==> config.mk <==
export PLATFORM = sky130hd
export DESIGN_NAME = spi_ctrl
export DESIGN_NICKNAME = d
export VERILOG_FILES = /design/src/rtl/spi_ctrl.sv
export SDC_FILE = /design/constraint.sdc
export NUM_CORES = 1
export LEC_CHECK = 0
export CAP_MARGIN = 20
export CELL_PAD_IN_SITES_DETAIL_PLACEMENT = 1
export CELL_PAD_IN_SITES_GLOBAL_PLACEMENT = 1
export CORE_MARGIN = 4
export CORE_UTILIZATION = 40
export DETAILED_ROUTE_END_ITERATION = 7
export PLACE_DENSITY_LB_ADDON = 0.1
export SLEW_MARGIN = 15
export SYNTH_ARGS = -nofsm -noshare
export SYNTH_HDL_FRONTEND = slang
export SYNTH_SLANG_ARGS = --single-unit
==> constraint.sdc <==
create_clock -name clk -period 2.8 [get_ports clk]
set_input_delay 0.28 -clock clk [delete_from_list [all_inputs] [get_ports clk]]
set_output_delay 0.28 -clock clk [all_outputs]
set_load 0.01 [all_outputs]
==> src/rtl/spi_ctrl.sv <==
// spi_ctrl: CPU-facing controller for the byte-level SPI master.
// Holds a TX FIFO and an RX FIFO of bytes, plus a sequencer that hands one
// byte at a time to the master over the write/busy handshake. It also owns
// the CPOL/CPHA configuration and the slave-select register.
// Optional feature macro: SPI_CTRL_IRQ_EN adds the irq output and CTRL.irq_en.
module spi_ctrl #(
  parameter int DEPTH = 4
) (
  input  logic       clk,
  input  logic       reset,
  input  logic       cs,
  input  logic       we,
  input  logic [1:0] addr,
  input  logic [7:0] wdata,
  output logic [7:0] rdata,
  output logic       m_write,
  input  logic       m_busy,
  output logic [7:0] m_din,
  input  logic [7:0] m_dout,
  output logic       cpol,
  output logic       cpha,
  output logic [7:0] ss_n
`ifdef SPI_CTRL_IRQ_EN
  ,
  output logic       irq
`endif
);

  localparam int AW = $clog2(DEPTH);

  typedef enum logic [2:0] {
    ST_IDLE,
    ST_ISSUE,
    ST_WAIT_BUSY,
    ST_WAIT_DONE,
    ST_CAPTURE
  } state_t;

  state_t      r_state;
  state_t      w_stateNext;

  logic [7:0]  r_txMem [DEPTH];
  logic [7:0]  r_rxMem [DEPTH];
  logic [AW:0] r_txWr, r_txRd, r_rxWr, r_rxRd;
  logic        r_txOvf, r_rxOvf;
  logic        r_cpol, r_cpha;
  logic [7:0]  r_ssel;

  logic        w_dataWr, w_statusWr, w_ctrlWr, w_sselWr, w_dataRd, w_anyRd;
  logic        w_txEmpty, w_txFull, w_rxEmpty, w_rxFull;
  logic        w_txPush, w_txPop, w_rxPop, w_rxPushReq, w_rxPush;
  logic        w_txOvfNext, w_rxOvfNext;
  logic [AW:0] w_txWrNext, w_txRdNext, w_rxWrNext, w_rxRdNext;
  logic [7:0]  w_statusNext;
  logic [7:0]  w_readData;
  logic        w_irqEnBit;
  logic [7:0]  w_txHead, w_rxHead;

  // Full when the wrap bits differ and the index bits match.
  function automatic logic ptrFull(input logic [AW:0] wr, input logic [AW:0] rd);
    return (wr[AW] != rd[AW]) && (wr[AW-1:0] == rd[AW-1:0]);
  endfunction

  // Register decode for the current CPU access.
  assign w_dataWr   = cs & we & (addr == 2'd0);
  assign w_statusWr = cs & we & (addr == 2'd1);
  assign w_ctrlWr   = cs & we & (addr == 2'd2);
  assign w_sselWr   = cs & we & (addr == 2'd3);
  assign w_dataRd   = cs & ~we & (addr == 2'd0);
  assign w_anyRd    = cs & ~we;

  assign w_txEmpty = (r_txWr == r_txRd);
  assign w_txFull  = ptrFull(r_txWr, r_txRd);
  assign w_rxEmpty = (r_rxWr == r_rxRd);
  assign w_rxFull  = ptrFull(r_rxWr, r_rxRd);

  assign w_txHead = r_txMem[r_txRd[AW-1:0]];
  assign w_rxHead = r_rxMem[r_rxRd[AW-1:0]];

  // A full TX drops the write; a CPU pop on a full RX frees the slot first.
  assign w_txPush    = w_dataWr & ~w_txFull;
  assign w_txPop     = (r_state == ST_ISSUE) & ~w_txEmpty;
  assign w_rxPop     = w_dataRd & ~w_rxEmpty;
  assign w_rxPushReq = (r_state == ST_CAPTURE);
  assign w_rxPush    = w_rxPushReq & (~w_rxFull | w_rxPop);

  assign w_txWrNext = r_txWr + {{AW{1'b0}}, w_txPush};
  assign w_txRdNext = r_txRd + {{AW{1'b0}}, w_txPop};
  assign w_rxWrNext = r_rxWr + {{AW{1'b0}}, w_rxPush};
  assign w_rxRdNext = r_rxRd + {{AW{1'b0}}, w_rxPop};

  // A new overflow event wins over a simultaneous software clear.
  assign w_txOvfNext = (w_dataWr & w_txFull) | (r_txOvf & ~(w_statusWr & wdata[5]));
  assign w_rxOvfNext = (w_rxPushReq & w_rxFull & ~w_rxPop) |
                       (r_rxOvf & ~(w_statusWr & wdata[6]));

  assign ss_n = ~r_ssel;
  assign cpol = r_cpol;
  assign cpha = r_cpha;

  // Sequencer next-state decode, also used so STATUS.active reflects the read edge.
  always_comb begin
    w_stateNext = r_state;
    case (r_state)
      ST_IDLE:      if (!w_txEmpty) w_stateNext = ST_ISSUE;
      ST_ISSUE:     w_stateNext = ST_WAIT_BUSY;
      ST_WAIT_BUSY: if (m_busy) w_stateNext = ST_WAIT_DONE;
      ST_WAIT_DONE: if (!m_busy) w_stateNext = ST_CAPTURE;
      ST_CAPTURE:   w_stateNext = ST_IDLE;
      default:      w_stateNext = ST_IDLE;
    endcase
  end

  // STATUS is built from post-edge values so it includes same-edge pushes and pops.
  always_comb begin
    w_statusNext    = 8'h00;
    w_statusNext[0] = ptrFull(w_txWrNext, w_txRdNext);
    w_statusNext[1] = (w_txWrNext == w_txRdNext);
    w_statusNext[2] = ptrFull(w_rxWrNext, w_rxRdNext);
    w_statusNext[3] = (w_rxWrNext == w_rxRdNext);
    w_statusNext[4] = (w_stateNext != ST_IDLE);
    w_statusNext[5] = w_txOvfNext;
    w_statusNext[6] = w_rxOvfNext;
  end

  // Read mux for the registered rdata path.
  always_comb begin
    w_readData = 8'h00;
    case (addr)
      2'd0:    w_readData = w_rxEmpty ? 8'h00 : w_rxHead;
      2'd1:    w_readData = w_statusNext;
      2'd2:    w_readData = {5'b00000, w_irqEnBit, r_cpha, r_cpol};
      default: w_readData = r_ssel;
    endcase
  end

  // FIFO storage; contents need no reset because the pointers define validity.
  always_ff @(posedge clk) begin
    if (w_txPush) r_txMem[r_txWr[AW-1:0]] <= wdata;
    if (w_rxPush) r_rxMem[r_rxWr[AW-1:0]] <= m_dout;
  end

  // FIFO pointers and sticky overflow flags; reset flushes both FIFOs.
  always_ff @(posedge clk) begin
    if (!reset) begin
      r_txWr  <= '0;
      r_txRd  <= '0;
      r_rxWr  <= '0;
      r_rxRd  <= '0;
      r_txOvf <= 1'b0;
      r_rxOvf <= 1'b0;
    end else begin
      r_txWr  <= w_txWrNext;
      r_txRd  <= w_txRdNext;
      r_rxWr  <= w_rxWrNext;
      r_rxRd  <= w_rxRdNext;
      r_txOvf <= w_txOvfNext;
      r_rxOvf <= w_rxOvfNext;
    end
  end

  // Sequencer with registered m_write/m_din; m_din latches the TX head on entry to ISSUE.
  always_ff @(posedge clk) begin
    if (!reset) begin
      r_state <= ST_IDLE;
      m_write <= 1'b0;
      m_din   <= 8'h00;
    end else begin
      r_state <= w_stateNext;
      m_write <= (w_stateNext == ST_ISSUE);
      if (r_state == ST_IDLE && !w_txEmpty) m_din <= w_txHead;
    end
  end

  // Registered read data, held until the next read access.
  always_ff @(posedge clk) begin
    if (!reset) rdata <= 8'h00;
    else if (w_anyRd) rdata <= w_readData;
  end

  // Configuration registers: clock mode and software-controlled slave select.
  always_ff @(posedge clk) begin
    if (!reset) begin
      r_cpol <= 1'b0;
      r_cpha <= 1'b0;
      r_ssel <= 8'h00;
    end else begin
      if (w_ctrlWr) begin
        r_cpol <= wdata[0];
        r_cpha <= wdata[1];
      end
      if (w_sselWr) r_ssel <= wdata;
    end
  end

`ifdef SPI_CTRL_IRQ_EN
  logic r_irqEn;

  assign w_irqEnBit = r_irqEn;

  // Interrupt enable plus registered interrupt; drops one cycle after its cause clears.
  always_ff @(posedge clk) begin
    if (!reset) begin
      r_irqEn <= 1'b0;
      irq     <= 1'b0;
    end else begin
      if (w_ctrlWr) r_irqEn <= wdata[2];
      irq <= r_irqEn & (~w_rxEmpty | r_txOvf | r_rxOvf);
    end
  end
`else
  assign w_irqEnBit = 1'b0;
`endif

endmodule

==> report_table.html <==
<table>
<tr><th>Metric</th><th>Value</th></tr>
<tr><th colspan="2">Global route</th></tr>
<tr><td>Overall fraction of global-route tracks in use</td><td>16.9%</td></tr>
<tr><td>Via count of the first global-routing pass</td><td>3013</td></tr>
<tr><td>Most Crowded Layer GR</td><td>met2</td></tr>
<tr><td>Wire length of the first global-routing pass</td><td>about 16000 microns</td></tr>
<tr><td>Global-route met1 utilization</td><td>19.5%</td></tr>
<tr><td>Maximum number of pins on one net before global-route repair</td><td>26</td></tr>
<tr><td>Global Route met3 Usage</td><td>4.72%</td></tr>
<tr><td>Total congestion overflow after global routing</td><td>0</td></tr>
<tr><td>Fraction of met2 tracks used by global routing</td><td>approximately 30%</td></tr>
<tr><td>Antenna violations before repair</td><td>0</td></tr>
<tr><th colspan="2">Worst setup path</th></tr>
<tr><td>Worst setup SP type</td><td>flip-flop</td></tr>
<tr><td>Worst R2R End</td><td>rdata[0]$_SDFFE_PN0N_</td></tr>
<tr><td>Maximum fanout along the worst path</td><td>6</td></tr>
<tr><td>Worst Setup Path Type</td><td>flip-flop to flip-flop</td></tr>
<tr><td>RR Startpoint</td><td>r_txWr[1]$_SDFF_PN0_</td></tr>
<tr><td>Nature of the critical path endpoint</td><td>flip-flop</td></tr>
<tr><td>Register-to-register setup slack</td><td>0.24 ns</td></tr>
<tr><td>Critical path required time</td><td>3.06 ns</td></tr>
<tr><td>Critical Path AT</td><td>approximately 2.8 ns</td></tr>
<tr><td>R2R depth</td><td>10</td></tr>
<tr><th colspan="2">STA</th></tr>
<tr><td>Post-route fraction of the period consumed by the critical path</td><td>approximately 91%</td></tr>
<tr><td>Hold slack</td><td>0.487 ns</td></tr>
<tr><td>Worst Tran Pin Value</td><td>0.936 ns</td></tr>
<tr><td>Slew HR</td><td>37.4%</td></tr>
<tr><td>Setup repair after global routing missed its margin</td><td>no</td></tr>
<tr><td>Final critical-path required period</td><td>2.56 ns</td></tr>
<tr><td>Max Fclk</td><td>391 MHz</td></tr>
<tr><td>Number of setup violations in the final report</td><td>0</td></tr>
<tr><td>Final hold violations</td><td>0</td></tr>
<tr><td>Fin Setup TNS</td><td>0 ns</td></tr>
<tr><td>Final Slew Violations</td><td>0</td></tr>
<tr><td>Max Clock Skew</td><td>slightly above 0.008 ns</td></tr>
<tr><th colspan="2">Detailed routing</th></tr>
<tr><td>WL final</td><td>9960 microns</td></tr>
<tr><td>Number of design-rule violations left by the first detailed-router iteration</td><td>104</td></tr>
<tr><td>Vias/cell</td><td>5.10</td></tr>
<tr><td>Post-route ant nets</td><td>0</td></tr>
<tr><td>Average wire length per cell after detail routing</td><td>18.6 microns</td></tr>
<tr><td>Number of iterations in the first detailed-routing pass</td><td>4</td></tr>
<tr><td>Post-detailed-route DRC marker count</td><td>0</td></tr>
<tr><td>Routed vias</td><td>2722</td></tr>
<tr><th colspan="2">Cells and area</th></tr>
<tr><td>Final nets</td><td>420</td></tr>
<tr><td>Fraction of the core area covered by cells at the end of the flow</td><td>between 40% and 50%</td></tr>
<tr><td>Total of fill cells in the finished design</td><td>1120</td></tr>
<tr><td>Cell Count, Final, Fillers Out</td><td>534</td></tr>
<tr><td>Synth-to-layout area growth</td><td>21.4%</td></tr>
<tr><td>Most common cell after layout, fill and taps aside</td><td>edfxtp_1</td></tr>
<tr><td>Fraction of layout instances using a drive strength above 1</td><td>between 10% and 20%</td></tr>
<tr><td>Top library cells by usage in the layout, fill and taps aside</td><td>64 x edfxtp_1, 49 x clkdlybuf4s50_1, 42 x dfxtp_1</td></tr>
<tr><td>Final antenna diode count</td><td>0</td></tr>
<tr><th colspan="2">Power</th></tr>
<tr><td>Peak ir drop on the vdd network</td><td>483 uV</td></tr>
<tr><td>Leakage power total</td><td>0.00194 uW</td></tr>
<tr><td>Internal Power</td><td>2160 uW</td></tr>
<tr><td>Switching Share</td><td>between 20 and 25%</td></tr>
<tr><td>Power density over the cells</td><td>between 500 and 600 mW/mm^2</td></tr>
<tr><td>Fraction of power consumed by the clock network</td><td>32.5%</td></tr>
<tr><td>Net Switching</td><td>623 uW</td></tr>
<tr><td>Combinational power share</td><td>6.1%</td></tr>
<tr><td>Sequential share of power</td><td>61.4%</td></tr>
<tr><th colspan="2">Clock network</th></tr>
<tr><td>Clk_lat worst skew</td><td>0.38 ns</td></tr>
<tr><td>H-Tree Depth</td><td>3</td></tr>
<tr><td>CTS buffer count</td><td>9</td></tr>
<tr><td>TritonCTS clock tree</td><td>built</td></tr>
<tr><td>Register clock-pin slew on the reported worst setup and hold paths</td><td>0.10 ns</td></tr>
<tr><td>Post-CTS Hold Buffers</td><td>0</td></tr>
<tr><td>Total clock sinks</td><td>roughly 110</td></tr>
<tr><td>Clock Path Buffers</td><td>2</td></tr>
<tr><td>Post-CTS Setup Inserts</td><td>0</td></tr>
<tr><td>Clock root buffer</td><td>clkbuf_8</td></tr>
<tr><th colspan="2">Yosys</th></tr>
<tr><td>Top flip-flop cell by instance count after synthesis</td><td>edfxtp_1</td></tr>
<tr><td>Number of register bits inferred by synthesis</td><td>108</td></tr>
<tr><td>Yosys Warn Count</td><td>0</td></tr>
<tr><td>Net count of the mapped netlist</td><td>approximately 350</td></tr>
<tr><td>Area share of and/or/nand/nor cells after synthesis</td><td>a little under an eighth</td></tr>
<tr><td>Multiplexer share of the synthesized area</td><td>between 10% and 20%</td></tr>
<tr><td>Area share of xor/xnor cells in the synthesized design</td><td>3.74%</td></tr>
<tr><td>Leading area contributor after synthesis</td><td>edfxtp_1</td></tr>
<tr><td>Number of different library cells in the post-synthesis netlist</td><td>43</td></tr>
<tr><td>Seq/Total Area, Yosys</td><td>62.9%</td></tr>
<tr><td>Mean instance size in the synthesized netlist</td><td>~14 sq um</td></tr>
<tr><td>Proportion of register bits with asynchronous set or reset after synthesis</td><td>0%</td></tr>
<tr><td>Number of synthesized flops with an enable pin</td><td>64</td></tr>
<tr><td>Area contributors post-synth</td><td>edfxtp_1 43%, dfxtp_1 20%, mux4_1 4.7%, mux4_2 4.0%, and2_1 2.4%</td></tr>
<tr><td>Cells after synthesis</td><td>320</td></tr>
<tr><td>Complex-gate fraction of the synthesized area</td><td>under 10%</td></tr>
<tr><td>Area share of fa/ha/maj cells after synthesis</td><td>~2.2%</td></tr>
<tr><td>Synthesized area</td><td>0.00445 sq mm</td></tr>
<tr><td>Top-area cell type share of the netlist area</td><td>between 40% and 50%</td></tr>
<tr><td>Main combinational cell family by area after synthesis</td><td>simple AND/OR/NAND/NOR gates</td></tr>
<tr><th colspan="2">Die</th></tr>
<tr><td>Rows</td><td>38</td></tr>
<tr><td>Floorplan Core Area</td><td>around 0.011 sq mm</td></tr>
<tr><td>Number of top-level pins</td><td>50</td></tr>
<tr><td>DIE HEIGHT</td><td>114 microns</td></tr>
<tr><td>Initial core utilization</td><td>approximately 40%</td></tr>
<tr><td>DIE WIDTH</td><td>~110 microns</td></tr>
<tr><td>Die Area</td><td>0.0129 sq mm</td></tr>
<tr><th colspan="2">Placed design</th></tr>
<tr><td>Post-detail-place hpwl</td><td>between 7000 and 8000 microns</td></tr>
<tr><td>Number of port buffers</td><td>49</td></tr>
<tr><td>GP Congestion</td><td>0.740</td></tr>
<tr><td>Cell total after placement</td><td>518</td></tr>
<tr><th colspan="2">Min path</th></tr>
<tr><td>Beginning of the worst hold path</td><td>r_ssel[3]$_SDFFE_PN0P_</td></tr>
<tr><td>Hold path depth</td><td>2</td></tr>
<tr><td>Endpoint, Worst Hold</td><td>r_ssel[3]$_SDFFE_PN0P_</td></tr>
<tr><td>Hold WC Path Type</td><td>flip-flop to flip-flop</td></tr>
<tr><th colspan="2">Job</th></tr>
<tr><td>Total of max-cap violations</td><td>0</td></tr>
<tr><th colspan="2">Run status</th></tr>
<tr><td>Result of the run</td><td>completed</td></tr>
</table>
==> repair_timing <==
| item | 4_1_cts | 5_1_grt |
|---|---|---|
| gates resized for setup | 0 | 4 |
| hold endpoints to repair | 0 | 0 |
| endpoints found under the setup margin | 0 | 2 |
==> worst max-delay path by stage <==
| stage | cells after the start | from | endpoint | slack [ns] |
|---|---|---|---|---|
| final | 10 | r_txWr[1]$_SDFF_PN0_ | rdata[0]$_SDFFE_PN0N_ | 0.24 |
| after global routing | 10 | r_txWr[1]$_SDFF_PN0_ | rdata[0]$_SDFFE_PN0N_ | 0.05 |
| after CTS | 11 | r_txWr[1]$_SDFF_PN0_ | rdata[1]$_SDFFE_PN0N_ | 0.10 |
| after detailed placement | 11 | cs | rdata[2]$_SDFFE_PN0N_ | 0.05 |
| after global placement | 11 | cs | rdata[2]$_SDFFE_PN0N_ | 0.13 |
| after floorplan | 11 | r_txRd[0]$_SDFF_PN0_ | rdata[0]$_SDFFE_PN0N_ | 0.36 |
==> synth_stat cells, types with 6 or more instances <==
cell type and count:
a21boi_0 9, a21oi_1 7, and2_1 17, dfxtp_1 44, edfxtp_1 64, ha_1 8, inv_1 8, mux2i_1 10
mux4_1 8, mux4_2 8, nand2_1 27, nand3_1 6, nor2_1 14, nor2b_1 12, o21ai_0 12, xnor2_1 9
xor2_1 10
==> logic make-up (layout without fill, tap and decap cells) <==
kind of cell,after synthesis,count (layout)
multiplexers,26,26
XOR/XNOR,19,19
buffers and inverters,21,95
AND/OR/NAND/NOR,96,96
AO/OA/AOI/OAI,42,42
adder cells (fa/ha/maj),8,8
flip-flops,108,108
==> area by class of cell <==
class	instances	area, sq um	share of cell area [%]
flip-flops and latches	108	2810	51.9
multi-input cells	191	1560	28.8
repair buffers	70	648	12.0
well taps	140	175	3.24
clock buffers	11	151	2.80
clock inverters	5	35.0	0.648
inverters	9	33.8	0.625
==> stage by stage <==
stage | cell area, sq um | total power, uW | worst slack (ns)
floorplan | 4450 | 1810 | 0.364
global route | 5410 | 2910 | 0.0456
detailed placement | 5210 | 1910 | 0.0519
CTS | 5400 | 2820 | 0.101
global placement | 5210 | 1910 | 0.131
finish | 5410 | 2780 | 0.242
==> worst max-delay path, cell delays in order (launching register included) <==
cell and delay [ns]:
dfxtp_2 0.39, xor2_1 0.24, nor3_1 0.12, or4_4 0.50, inv_2 0.09, ha_1 0.14, ha_1 0.24, xnor2_1 0.15
and3_1 0.19, a221oi_1 0.27, o21ai_0 0.12
==> state kept, by name (all words and copies together), names as in the netlist, 3 cells and up <==
name	cells
r_rxMem	32
r_txMem	32
m_din	8
r_ssel	8
rdata	8
r_rxRd	3
r_rxWr	3
r_state	3
r_txRd	3
r_txWr	3
==> power groups by stage <==
stage | clock (uW) | sequential [uW] | combinational [uW]
2_1_floorplan | 0 | 1750 | 62.3
3_3_place_gp | 0 | 1740 | 167
3_5_place_dp | 0 | 1740 | 171
4_1_cts | 942 | 1710 | 172
5_1_grt | 1010 | 1710 | 187
6_report | 903 | 1710 | 168
==> per-layer routing <==
metal | up-vias | part of all wire (%)
met5 | - | 0
met4 | 0 | 0.97
met3 | 8 | 3.7
met2 | 40 | 53
met1 | 1359 | 42
li1 | 1315 | -
No activity file was read; power rests on OpenSTA's default activity.
